### src/rtl/xain_pkg.sv
// Shared defaults and state encoding for the ioctl ROM download router.
package xain_pkg;

    localparam int NUM_BRAM_DEF = 6;
    localparam int BRAM_AW_DEF  = 20;

    // Region 0 sits in the least significant BRAM_AW bits.
    localparam logic [NUM_BRAM_DEF*BRAM_AW_DEF-1:0] BRAM_SIZES_DEF = {
        20'h08000, 20'h20000, 20'h10000, 20'h08000, 20'h08000, 20'h04000
    };

    typedef enum logic [2:0] {
        ST_IDLE,
        ST_RUN,
        ST_SDR_REQ,
        ST_FLUSH,
        ST_DONE
    } router_state_t;

endpackage

### src/rtl/ioctl_region_decode.sv
// Maps a download byte offset onto the SDRAM window, one BRAM region or
// the out-of-range bucket past the last region.
module ioctl_region_decode
    import xain_pkg::*;
#(
    parameter int                          SDR_AW     = 25,
    parameter int unsigned                 SDR_BYTES  = 32'h0010_0000,
    parameter int                          BRAM_AW    = 20,
    parameter int                          NUM_BRAM   = NUM_BRAM_DEF,
    parameter logic [NUM_BRAM*BRAM_AW-1:0] BRAM_SIZES = BRAM_SIZES_DEF
) (
    input  logic [SDR_AW:0]      off,
    output logic                 is_sdr,
    output logic [NUM_BRAM-1:0]  region,
    output logic [BRAM_AW-1:0]   offset,
    output logic                 out_of_range
);

    // Wide enough that the running sum of all region sizes cannot wrap.
    localparam int CW = SDR_AW + BRAM_AW + 4;

    logic [CW-1:0] off_ext;
    logic [CW-1:0] base;
    logic [CW-1:0] lim;

    always_comb begin
        is_sdr       = 1'b0;
        region       = '0;
        offset       = '0;
        out_of_range = 1'b0;
        off_ext      = CW'(off);
        base         = CW'(SDR_BYTES);
        lim          = base;
        if (off_ext < base) begin
            is_sdr = 1'b1;
        end else begin
            out_of_range = 1'b1;
            for (int i = 0; i < NUM_BRAM; i++) begin
                lim = base + CW'(BRAM_SIZES[i*BRAM_AW +: BRAM_AW]);
                if (out_of_range && (off_ext < lim)) begin
                    region[i]    = 1'b1;
                    offset       = BRAM_AW'(off_ext - base);
                    out_of_range = 1'b0;
                end
                base = lim;
            end
        end
    end

endmodule

### src/rtl/ioctl_rom_router.sv
// Routes the ioctl ROM download into SDRAM words and on-chip BRAM regions.
// Define ROUTER_CHECKSUM_EN to add the 16-bit running checksum output.
module ioctl_rom_router
    import xain_pkg::*;
#(
    parameter int                          SDR_AW     = 25,
    parameter int unsigned                 SDR_BYTES  = 32'h0010_0000,
    parameter int                          BRAM_AW    = 20,
    parameter int                          NUM_BRAM   = NUM_BRAM_DEF,
    parameter logic [NUM_BRAM*BRAM_AW-1:0] BRAM_SIZES = BRAM_SIZES_DEF
) (
    input  logic                 CLK,
    input  logic                 RSTn,
    input  logic                 ioctl_download,
    input  logic                 ioctl_wr,
    input  logic [7:0]           ioctl_data,
    output logic                 ioctl_wait,
    output logic [SDR_AW-1:0]    sdr_addr,
    output logic [15:0]          sdr_data,
    output logic [1:0]           sdr_be,
    output logic                 sdr_req,
    input  logic                 sdr_rdy,
    output logic [BRAM_AW-1:0]   bram_addr,
    output logic [7:0]           bram_data,
    output logic [NUM_BRAM-1:0]  bram_cs,
    output logic                 bram_wr,
    output logic                 busy,
    output logic                 done,
    output logic                 overflow
`ifdef ROUTER_CHECKSUM_EN
    ,
    output logic [15:0]          checksum
`endif
);

    localparam logic [SDR_AW:0] OFF_ONE = {{SDR_AW{1'b0}}, 1'b1};
    localparam logic [SDR_AW:0] OFF_MAX = '1;

    router_state_t state, state_next;

    logic [SDR_AW:0]     off;
    logic                dl_q, dl_rise;
    logic                restart, lo_pending;
    logic                skid_full;
    logic [7:0]          skid_data, take_byte;
    logic                take, skid_load, skid_drop, lost, start;
    logic                dec_sdr, dec_oor;
    logic [NUM_BRAM-1:0] dec_region;
    logic [BRAM_AW-1:0]  dec_offset;

    ioctl_region_decode #(
        .SDR_AW     (SDR_AW),
        .SDR_BYTES  (SDR_BYTES),
        .BRAM_AW    (BRAM_AW),
        .NUM_BRAM   (NUM_BRAM),
        .BRAM_SIZES (BRAM_SIZES)
    ) u_decode (
        .off          (off),
        .is_sdr       (dec_sdr),
        .region       (dec_region),
        .offset       (dec_offset),
        .out_of_range (dec_oor)
    );

    assign dl_rise    = ioctl_download & ~dl_q;
    assign sdr_req    = (state == ST_SDR_REQ);
    assign ioctl_wait = (state == ST_SDR_REQ) || (state == ST_FLUSH) || skid_full;
    assign busy       = (state != ST_IDLE);
    assign done       = (state == ST_DONE);

    always_ff @(posedge CLK or negedge RSTn) begin
        if (!RSTn) state <= ST_IDLE;
        else       state <= state_next;
    end

    // A held skid byte always wins over the live strobe, so bytes stay in order.
    always_comb begin
        state_next = state;
        take       = 1'b0;
        take_byte  = ioctl_data;
        skid_load  = 1'b0;
        skid_drop  = 1'b0;
        lost       = 1'b0;
        start      = 1'b0;
        case (state)
            ST_IDLE: begin
                if (dl_rise) begin
                    start      = 1'b1;
                    state_next = ST_RUN;
                end
            end
            ST_RUN: begin
                if (dl_rise) begin
                    start = 1'b1;
                end else if (skid_full) begin
                    take      = 1'b1;
                    take_byte = skid_data;
                    skid_drop = 1'b1;
                    lost      = ioctl_wr;
                end else if (ioctl_download) begin
                    take = ioctl_wr;
                end else if (lo_pending) begin
                    state_next = ST_FLUSH;
                end else begin
                    state_next = ST_DONE;
                end
                if (take && dec_sdr && off[0]) state_next = ST_SDR_REQ;
            end
            ST_SDR_REQ, ST_FLUSH: begin
                if (ioctl_wr) begin
                    if (skid_full) lost      = 1'b1;
                    else           skid_load = 1'b1;
                end
                if (state == ST_FLUSH) begin
                    state_next = ST_SDR_REQ;
                end else if (sdr_rdy) begin
                    if (restart || dl_rise) begin
                        start      = 1'b1;
                        state_next = ST_RUN;
                    end else if (ioctl_download || skid_full || skid_load) begin
                        state_next = ST_RUN;
                    end else begin
                        state_next = ST_DONE;
                    end
                end
            end
            ST_DONE: begin
                if (dl_rise) begin
                    start      = 1'b1;
                    state_next = ST_RUN;
                end else begin
                    state_next = ST_IDLE;
                end
            end
            default: state_next = ST_IDLE;
        endcase
    end

    always_ff @(posedge CLK or negedge RSTn) begin
        if (!RSTn) begin
            dl_q       <= 1'b0;
            off        <= '0;
            restart    <= 1'b0;
            lo_pending <= 1'b0;
            skid_full  <= 1'b0;
            skid_data  <= 8'h00;
            overflow   <= 1'b0;
            sdr_addr   <= '0;
            sdr_data   <= 16'h0000;
            sdr_be     <= 2'b00;
            bram_addr  <= '0;
            bram_data  <= 8'h00;
            bram_cs    <= '0;
            bram_wr    <= 1'b0;
`ifdef ROUTER_CHECKSUM_EN
            checksum   <= 16'h0000;
`endif
        end else begin
            dl_q    <= ioctl_download;
            bram_wr <= 1'b0;
            bram_cs <= '0;
            if (start) begin
                off        <= '0;
                restart    <= 1'b0;
                lo_pending <= 1'b0;
                skid_full  <= 1'b0;
                overflow   <= 1'b0;
`ifdef ROUTER_CHECKSUM_EN
                checksum   <= 16'h0000;
`endif
            end else begin
                if (dl_rise && ((state == ST_SDR_REQ) || (state == ST_FLUSH)))
                    restart <= 1'b1;
                if (skid_load) begin
                    skid_full <= 1'b1;
                    skid_data <= ioctl_data;
                end else if (skid_drop) begin
                    skid_full <= 1'b0;
                end
                if (lost) overflow <= 1'b1;
                // Odd-length tail: write the lone low byte with only its enable set.
                if (state == ST_FLUSH) begin
                    sdr_data[15:8] <= 8'h00;
                    sdr_be         <= 2'b01;
                    sdr_addr       <= {off[SDR_AW-1:1], 1'b0};
                    lo_pending     <= 1'b0;
                end
                if (take) begin
                    if (off != OFF_MAX) off <= off + OFF_ONE;
`ifdef ROUTER_CHECKSUM_EN
                    checksum <= checksum + {8'h00, take_byte};
`endif
                    if (dec_sdr) begin
                        if (!off[0]) begin
                            sdr_data[7:0] <= take_byte;
                            lo_pending    <= 1'b1;
                        end else begin
                            sdr_data[15:8] <= take_byte;
                            sdr_be         <= 2'b11;
                            sdr_addr       <= {off[SDR_AW-1:1], 1'b0};
                            lo_pending     <= 1'b0;
                        end
                    end else if (dec_oor) begin
                        overflow <= 1'b1;
                    end else begin
                        bram_wr   <= 1'b1;
                        bram_cs   <= dec_region;
                        bram_addr <= dec_offset;
                        bram_data <= take_byte;
                    end
                end
            end
        end
    end

endmodule

### config.mk
export PLATFORM = sky130hd
export DESIGN_NAME = ioctl_rom_router
export DESIGN_NICKNAME = d
export VERILOG_FILES = /design/src/rtl/xain_pkg.sv /design/src/rtl/ioctl_region_decode.sv /design/src/rtl/ioctl_rom_router.sv
export SDC_FILE = /design/constraint.sdc
export NUM_CORES = 1
export LEC_CHECK = 0
export CAP_MARGIN = 30
export CORE_ASPECT_RATIO = 0.6
export CORE_UTILIZATION = 40
export DETAILED_ROUTE_END_ITERATION = 16
export PLACE_DENSITY = 0.65
export SLEW_MARGIN = 30
export SYNTH_ARGS = -nofsm -noshare
export SYNTH_HDL_FRONTEND = slang
export SYNTH_HIERARCHICAL = 1
export SYNTH_SLANG_ARGS = --single-unit
### constraint.sdc
create_clock -name CLK -period 4.1 [get_ports CLK]
set_input_delay 0.82 -clock CLK [delete_from_list [all_inputs] [get_ports CLK]]
set_output_delay 0.82 -clock CLK [all_outputs]
set_load 0.005 [all_outputs]
==> flow_metrics.py, run 1 <==
metrics = {
    "run_status": {
        "run_status": "completed",
    },
    "placement": {
        "post-place-cells": 793,
        "gp_congestion": 0.923,
        "dpl_cell_area_um2": 7010,
        "hpwl_mm": 10.1,
        "io_buffers": 95,
        "dpl_worst_slack_ns": 0.924,
    },
    "floorplanning": {
        "io_pins": 96,
        "initial_utilization": 0.421,
        "row_count": 33,
        "coreArea_um2": 14000,
        "die_w_um": 159,
        "fp.dieH_um": 96.1,
        "fp.dieArea_um2": 15300,
    },
    "global_routing": {
        "grt_max_degree": 121,
        "grt_pass1_wl_mm": 24.2,
        "gr-total-overflow": 0,
        "grt_usage": 0.207,
        "antenna_found_initial": 0,
        "grt_pass1_vias": 4391,
    },
    "cts": {
        "hold_buffers": 0,
        "numCtsBuffers": 17,
        "cts_num_sinks": 120,
        "path_clk_slew_ns": 0.06,
        "post_cts_resized": 0,
        "cts_tree": "yes",
        "clock_latency_ns": 0.41,
        "cts_buffer_depth": 2,
        "htreeDepth": 4,
        "post_cts_buffers": 0,
        "cts_root_buf": "clkbuf_16",
    },
    "setup_path": {
        "max_stage_delay_ns": 0.57,
        "cp.arrival_ns": 3.34,
        "critPathKind": "register to register",
        "crit_chain": "inv_1, ha_1, nor2b_1, nand2b_1, a21oi_1, o21ai_0, nor3_4, buf_4, mux2_1",
        "crit_fanout": 23,
        "cp_slowest_cell": "dfrtp_1",
        "crit_family": "simple AND/OR/NAND/NOR gates",
        "cp-start-kind": "register",
        "critical_path.endpoint_type": "register",
        "path_buf_inv": 2,
        "crit_required_ns": 4.39,
    },
    "timing": {
        "max_freq_ghz": 0.327,
        "holdWs_ns": 0.464,
        "relSlewSlack": 0.435,
        "fin_crit_sh": 0.745,
        "finalSetupTns_ns": 0,
        "skew_ns": 0.00687,
        "setup_violations": 0,
        "setup_ws_ns": 1.05,
        "hold_violations": 0,
        "slew_viol_final": 0,
        "worst_pin_slew_ns": 0.844,
        "period_needed_ns": 3.05,
        "rsz0062_at_grt": "no",
    },
    "logic_synthesis": {
        "synth_flop_cell": "dfrtp_1",
        "synth.distinct_cells": 64,
        "synth-edff-count": 0,
        "ys_warn_count": 6,
        "synthCells": 528,
        "ys_seq_area_frac": 0.509,
        "postSynthAreaPerCell_um2": 11.2,
        "synth_seq_cells": 120,
        "synthArstFlopShare": 1.00,
        "mappedNetlistArea_um2": 5900,
        "synth.net_count": 544,
    },
    "finish": {
        "multi_input_area_um2": 2710,
        "drive_above_1_share": 0.172,
        "diodes": 0,
        "finish.instance_area_um2": 7590,
        "fin_nets": 636,
        "final_common_cell": "dfrtp_1",
        "fin_util": 0.543,
        "area_growth_pct": 28.7,
        "final_cells": 825,
        "regArea_um2": 3000,
        "final_cell_mix": "dfrtp_1 (120), clkdlybuf4s50_1 (94), mux2_2 (46)",
        "fillerInstances": 1211,
    },
    "flow_run": {
        "cap_violations": 0,
    },
    "pwr": {
        "p_clk_frac": 0.388,
        "seqPwrFrac": 0.403,
        "power_density_nw_per_um2": 492,
        "p_comb_frac": 0.209,
        "ir_drop_v": 0.000295,
        "p_sw_mw": 1.06,
        "p_int_mw": 2.68,
        "p_total_mw": 3.74,
        "p_sw_frac": 0.284,
        "p_leak_nw": 3.21,
    },
    "detailed_routing": {
        "dr_total_vias": 4612,
        "first_pass_iters": 5,
        "viasPerCell": 5.59,
        "postRouteAntennaNets": 0,
        "wl_mm": 14.8,
        "drc": 0,
        "wl_per_cell_um": 18.0,
        "drtIter0Drc": 375,
    },
    "min_path": {
        "hold_path_class": "input pin to async pin",
    },
}
## routing by layer
layer / up-vias / part of all wire / global-route usage
li1: 2129 / - / -
met1: 2296 / 0.49 / 0.303
met2: 172 / 0.43 / 0.294
met3: 15 / 0.070 / 0.0508
met4: 0 / 0.012 / 0.0720
met5: - / 0 / 0
## final timing paths
path / slack [ns] / to / depth (start not counted) / from
worst max-delay path: 1.05 / bram_addr[4] / 9 / off[14]
worst max register to register: 1.05 / bram_addr[4] / 9 / off[14]
worst min register to register: 0.48 / bram_addr[13] / 1 / bram_addr[13]
min in group CLK: 0.48 / bram_addr[13] / 1 / bram_addr[13]
worst min-delay path: 0.46 / bram_cs[2] / 2 / RSTn
max in group asynchronous: 3.09 / bram_addr[15] / 2 / RSTn
## sequential cells by signal, indices dropped and copies added, names as in the netlist
signal / count
sdr_addr: 25
lo_pending: 1
sdr_data: 16
bram_data: 8
bram_wr: 1
overflow: 1
skid_full: 1
restart: 1
state: 3
off: 26
dl_q: 1
skid_data: 8
bram_cs: 6
bram_addr: 20
sdr_be: 2
## area by class of cell
type / instances / share of cell area
flip-flops and latches: 120 / 0.395
multi-input cells: 366 / 0.357
repair buffers: 101 / 0.132
clock buffers: 17 / 0.0560
well taps: 192 / 0.0316
clock inverters: 15 / 0.0203
inverters: 14 / 0.00692
## synthesized netlist by cell type (all sizes together), types with 2 or more instances
| library cell | count | area (µm²) |
|---|---|---|
| xnor2 | 2 | 17.5 |
| or4 | 13 | 97.6 |
| dfrtp | 120 | 3000 |
| nor4 | 6 | 52.6 |
| nor2b | 5 | 31.3 |
| nor3b | 8 | 80.1 |
| a31oi | 4 | 25.0 |
| nor2 | 30 | 115 |
| a31o | 3 | 26.3 |
| o22ai | 3 | 18.8 |
| and2 | 23 | 146 |
| nor3 | 9 | 60.1 |
| inv | 14 | 52.6 |
| a32oi | 2 | 17.5 |
| and3 | 10 | 62.6 |
| nand3 | 18 | 95.1 |
| ha | 3 | 37.5 |
| nand2b | 6 | 37.5 |
| o211ai | 8 | 60.1 |
| a32o | 8 | 80.1 |
| buf | 18 | 110 |
| a211oi | 5 | 42.5 |
| nand4b | 2 | 23.8 |
| a21oi | 31 | 163 |
| or3 | 8 | 50.1 |
| or2 | 4 | 25.0 |
| mux2 | 73 | 822 |
| clkbuf | 10 | 37.5 |
| o31ai | 12 | 104 |
| o21ai | 16 | 80.1 |
| nand2 | 27 | 106 |
| mux2i | 3 | 30.0 |
| and4 | 3 | 26.3 |
| nand4 | 8 | 50.1 |
## power groups by stage
stage | Combinational [mW] | Clock [mW] | Sequential (mW)
floorplan | 0.439 | 0 | 1.46
global placement | 0.757 | 0 | 1.51
detailed placement | 0.785 | 0 | 1.52
CTS | 0.789 | 1.48 | 1.50
global route | 0.856 | 1.55 | 1.53
finish | 0.782 | 1.45 | 1.51
## cells by family after synthesis
family | synth area share
AOI/OAI and AO/OA | 0.118
xor gates and xnor gates | 0.00446
adders and majority gates | 0.00636
buffers and inverters | 0.0339
DFF | 0.509
muxes | 0.144
other | 0.000636
and+or+nand+nor | 0.183
(Power assumes the default switching activity.)
==> run 2, diff against run 1 <==
- clock period: 4.1 -> 2.99 ns (I/O delays scaled with it)
==> flow_metrics.py, run 2 (same netlist as run 1, synthesis figures left out) <==
metrics = {
    "global_routing": {
        "grt_busiest_layer": "met1",
        "use_met3": 0.0500,
        "grt_usage": 0.211,
        "use_met1": 0.313,
        "grt_pass1_vias": 4540,
        "met2_usage": 0.302,
        "grt_pass1_wl_mm": 24.6,
        "gr-total-overflow": 0,
        "antenna_found_initial": 0,
        "grt_max_degree": 46,
    },
    "setup_path": {
        "cp.arrival_ns": 2.19,
        "startpoint": "state[2]",
        "endpoint": "sdr_req",
        "crit_required_ns": 2.39,
        "r2r_start": "off[14]",
        "reg2reg_slack_ns": 0.45,
        "critical_path.endpoint_type": "output port",
        "worstRegToRegCells": 9,
        "critPathKind": "register to output port",
        "r2r-end": "bram_data[6]",
        "cp-start-kind": "register",
        "crit_fanout": 14,
    },
    "timing": {
        "worst_pin_slew_ns": 0.708,
        "rsz0062_at_grt": "no",
        "relSlewSlack": 0.528,
        "setup_violations": 0,
        "hold_violations": 0,
        "slew_viol_final": 0,
        "skew_ns": 0.0106,
        "max_freq_ghz": 0.358,
        "holdWs_ns": 0.125,
        "finalSetupTns_ns": 0,
        "period_needed_ns": 2.79,
        "fin_crit_sh": 0.934,
        "setup_ws_ns": 0.198,
    },
    "cts": {
        "cts_root_buf": "clkbuf_16",
        "cts_buffer_depth": 2,
        "hold_buffers": 0,
        "path_clk_slew_ns": 0.06,
        "clock_latency_ns": 0.41,
        "cts_num_sinks": 120,
        "numCtsBuffers": 17,
        "post_cts_buffers": 0,
        "cts_tree": "yes",
        "post_cts_resized": 0,
        "htreeDepth": 4,
    },
    "pwr": {
        "p_sw_mw": 1.45,
        "p_leak_nw": 3.31,
        "p_clk_frac": 0.388,
        "p_sw_frac": 0.279,
        "p_comb_frac": 0.220,
        "seqPwrFrac": 0.392,
        "p_int_mw": 3.74,
        "ir_drop_v": 0.000392,
        "power_density_nw_per_um2": 668,
        "p_total_mw": 5.19,
    },
    "run_status": {
        "run_status": "completed",
    },
    "floorplanning": {
        "row_count": 33,
        "die_w_um": 159,
        "fp.dieH_um": 96.1,
        "initial_utilization": 0.421,
        "coreArea_um2": 14000,
        "io_pins": 96,
        "fp.dieArea_um2": 15300,
    },
    "finish": {
        "final_cells": 843,
        "final_common_cell": "dfrtp_1",
        "fin_util": 0.555,
        "drive_above_1_share": 0.195,
        "final_cell_mix": "dfrtp_1 (120), clkdlybuf4s50_1 (94), mux2_2 (46)",
        "largest_register_ffs": 26,
        "finish.instance_area_um2": 7760,
        "top_register": "off",
        "reg_top3": "off: 26 flops, sdr_addr: 25 flops, bram_addr: 20 flops",
        "fin_nets": 654,
        "diodes": 0,
        "area_growth_pct": 31.6,
    },
    "detailed_routing": {
        "dr_total_vias": 4660,
        "first_pass_iters": 5,
        "postRouteAntennaNets": 0,
        "drc": 0,
        "drtIter0Drc": 242,
        "wl_per_cell_um": 18.1,
        "wl_mm": 15.3,
        "viasPerCell": 5.53,
    },
    "min_path": {
        "hold_path_class": "input pin to async pin",
    },
    "placement": {
        "dpl_worst_slack_ns": 0.294,
        "io_buffers": 95,
        "gp_congestion": 0.895,
        "hpwl_mm": 10.7,
        "post-place-cells": 811,
        "dpl_cell_area_um2": 7170,
    },
    "flow_run": {
        "cap_violations": 0,
    },
}
## run 2: cell types whose count changed in the layout (fill, tap and decap cells not counted), sizes merged
cell and delta:
buf +18, clkbuf +1, inv +1, clkinv -2
## run 2: metal layers
layer  part of all wire  up-vias  wire length, µm
li1                   -     2169                -
met1               0.51     2307             7780
met2               0.42      164             6360
met3              0.063       20              967
met4              0.012        0              178
met5                  0        -                0
## run 2: worst min path at each step
| stage | start | to | depth (start not counted) |
|---|---|---|---|
| final | RSTn | restart | 1 |
| after global routing | RSTn | overflow | 1 |
| after CTS | RSTn | bram_addr[16] | 1 |
| after detailed placement | bram_addr[1] | bram_addr[1] | 1 |
| after global placement | bram_addr[18] | bram_addr[18] | 1 |
| after floorplan | RSTn | bram_addr[0] | 0 |
## run 2: power groups by stage
stage               Clock (mW)  Combinational (mW)  Sequential (mW)
finish                    2.01                1.14             2.04
global route              2.14                1.25             2.07
CTS                       2.05                1.15             2.03
detailed placement           0                1.14             2.06
global placement             0                1.12             2.04
floorplan                    0               0.602             2.00
## run 2: final cells by class
class	count	area [µm²]
Clock inverter	14	149
Inverter	14	52.6
Multi-Input combinational cell	366	2710
Tap cell	192	240
Timing Repair Buffer	119	1170
Fill cell	1194	6230
Clock buffer	18	439
Sequential cell	120	3000
## run 2: worst max-delay path, stage by stage, from the launching register on
cell	delay [ns]
dfrtp_1	0.54
nor3b_1	0.63
clkdlybuf4s50_1	0.63
==> run 3, diff against run 2 <==
- TNS_END_PERCENT: not set -> 1
==> results of run 3 <==
Final layout, timing and power as in run 2 (identical DEF).
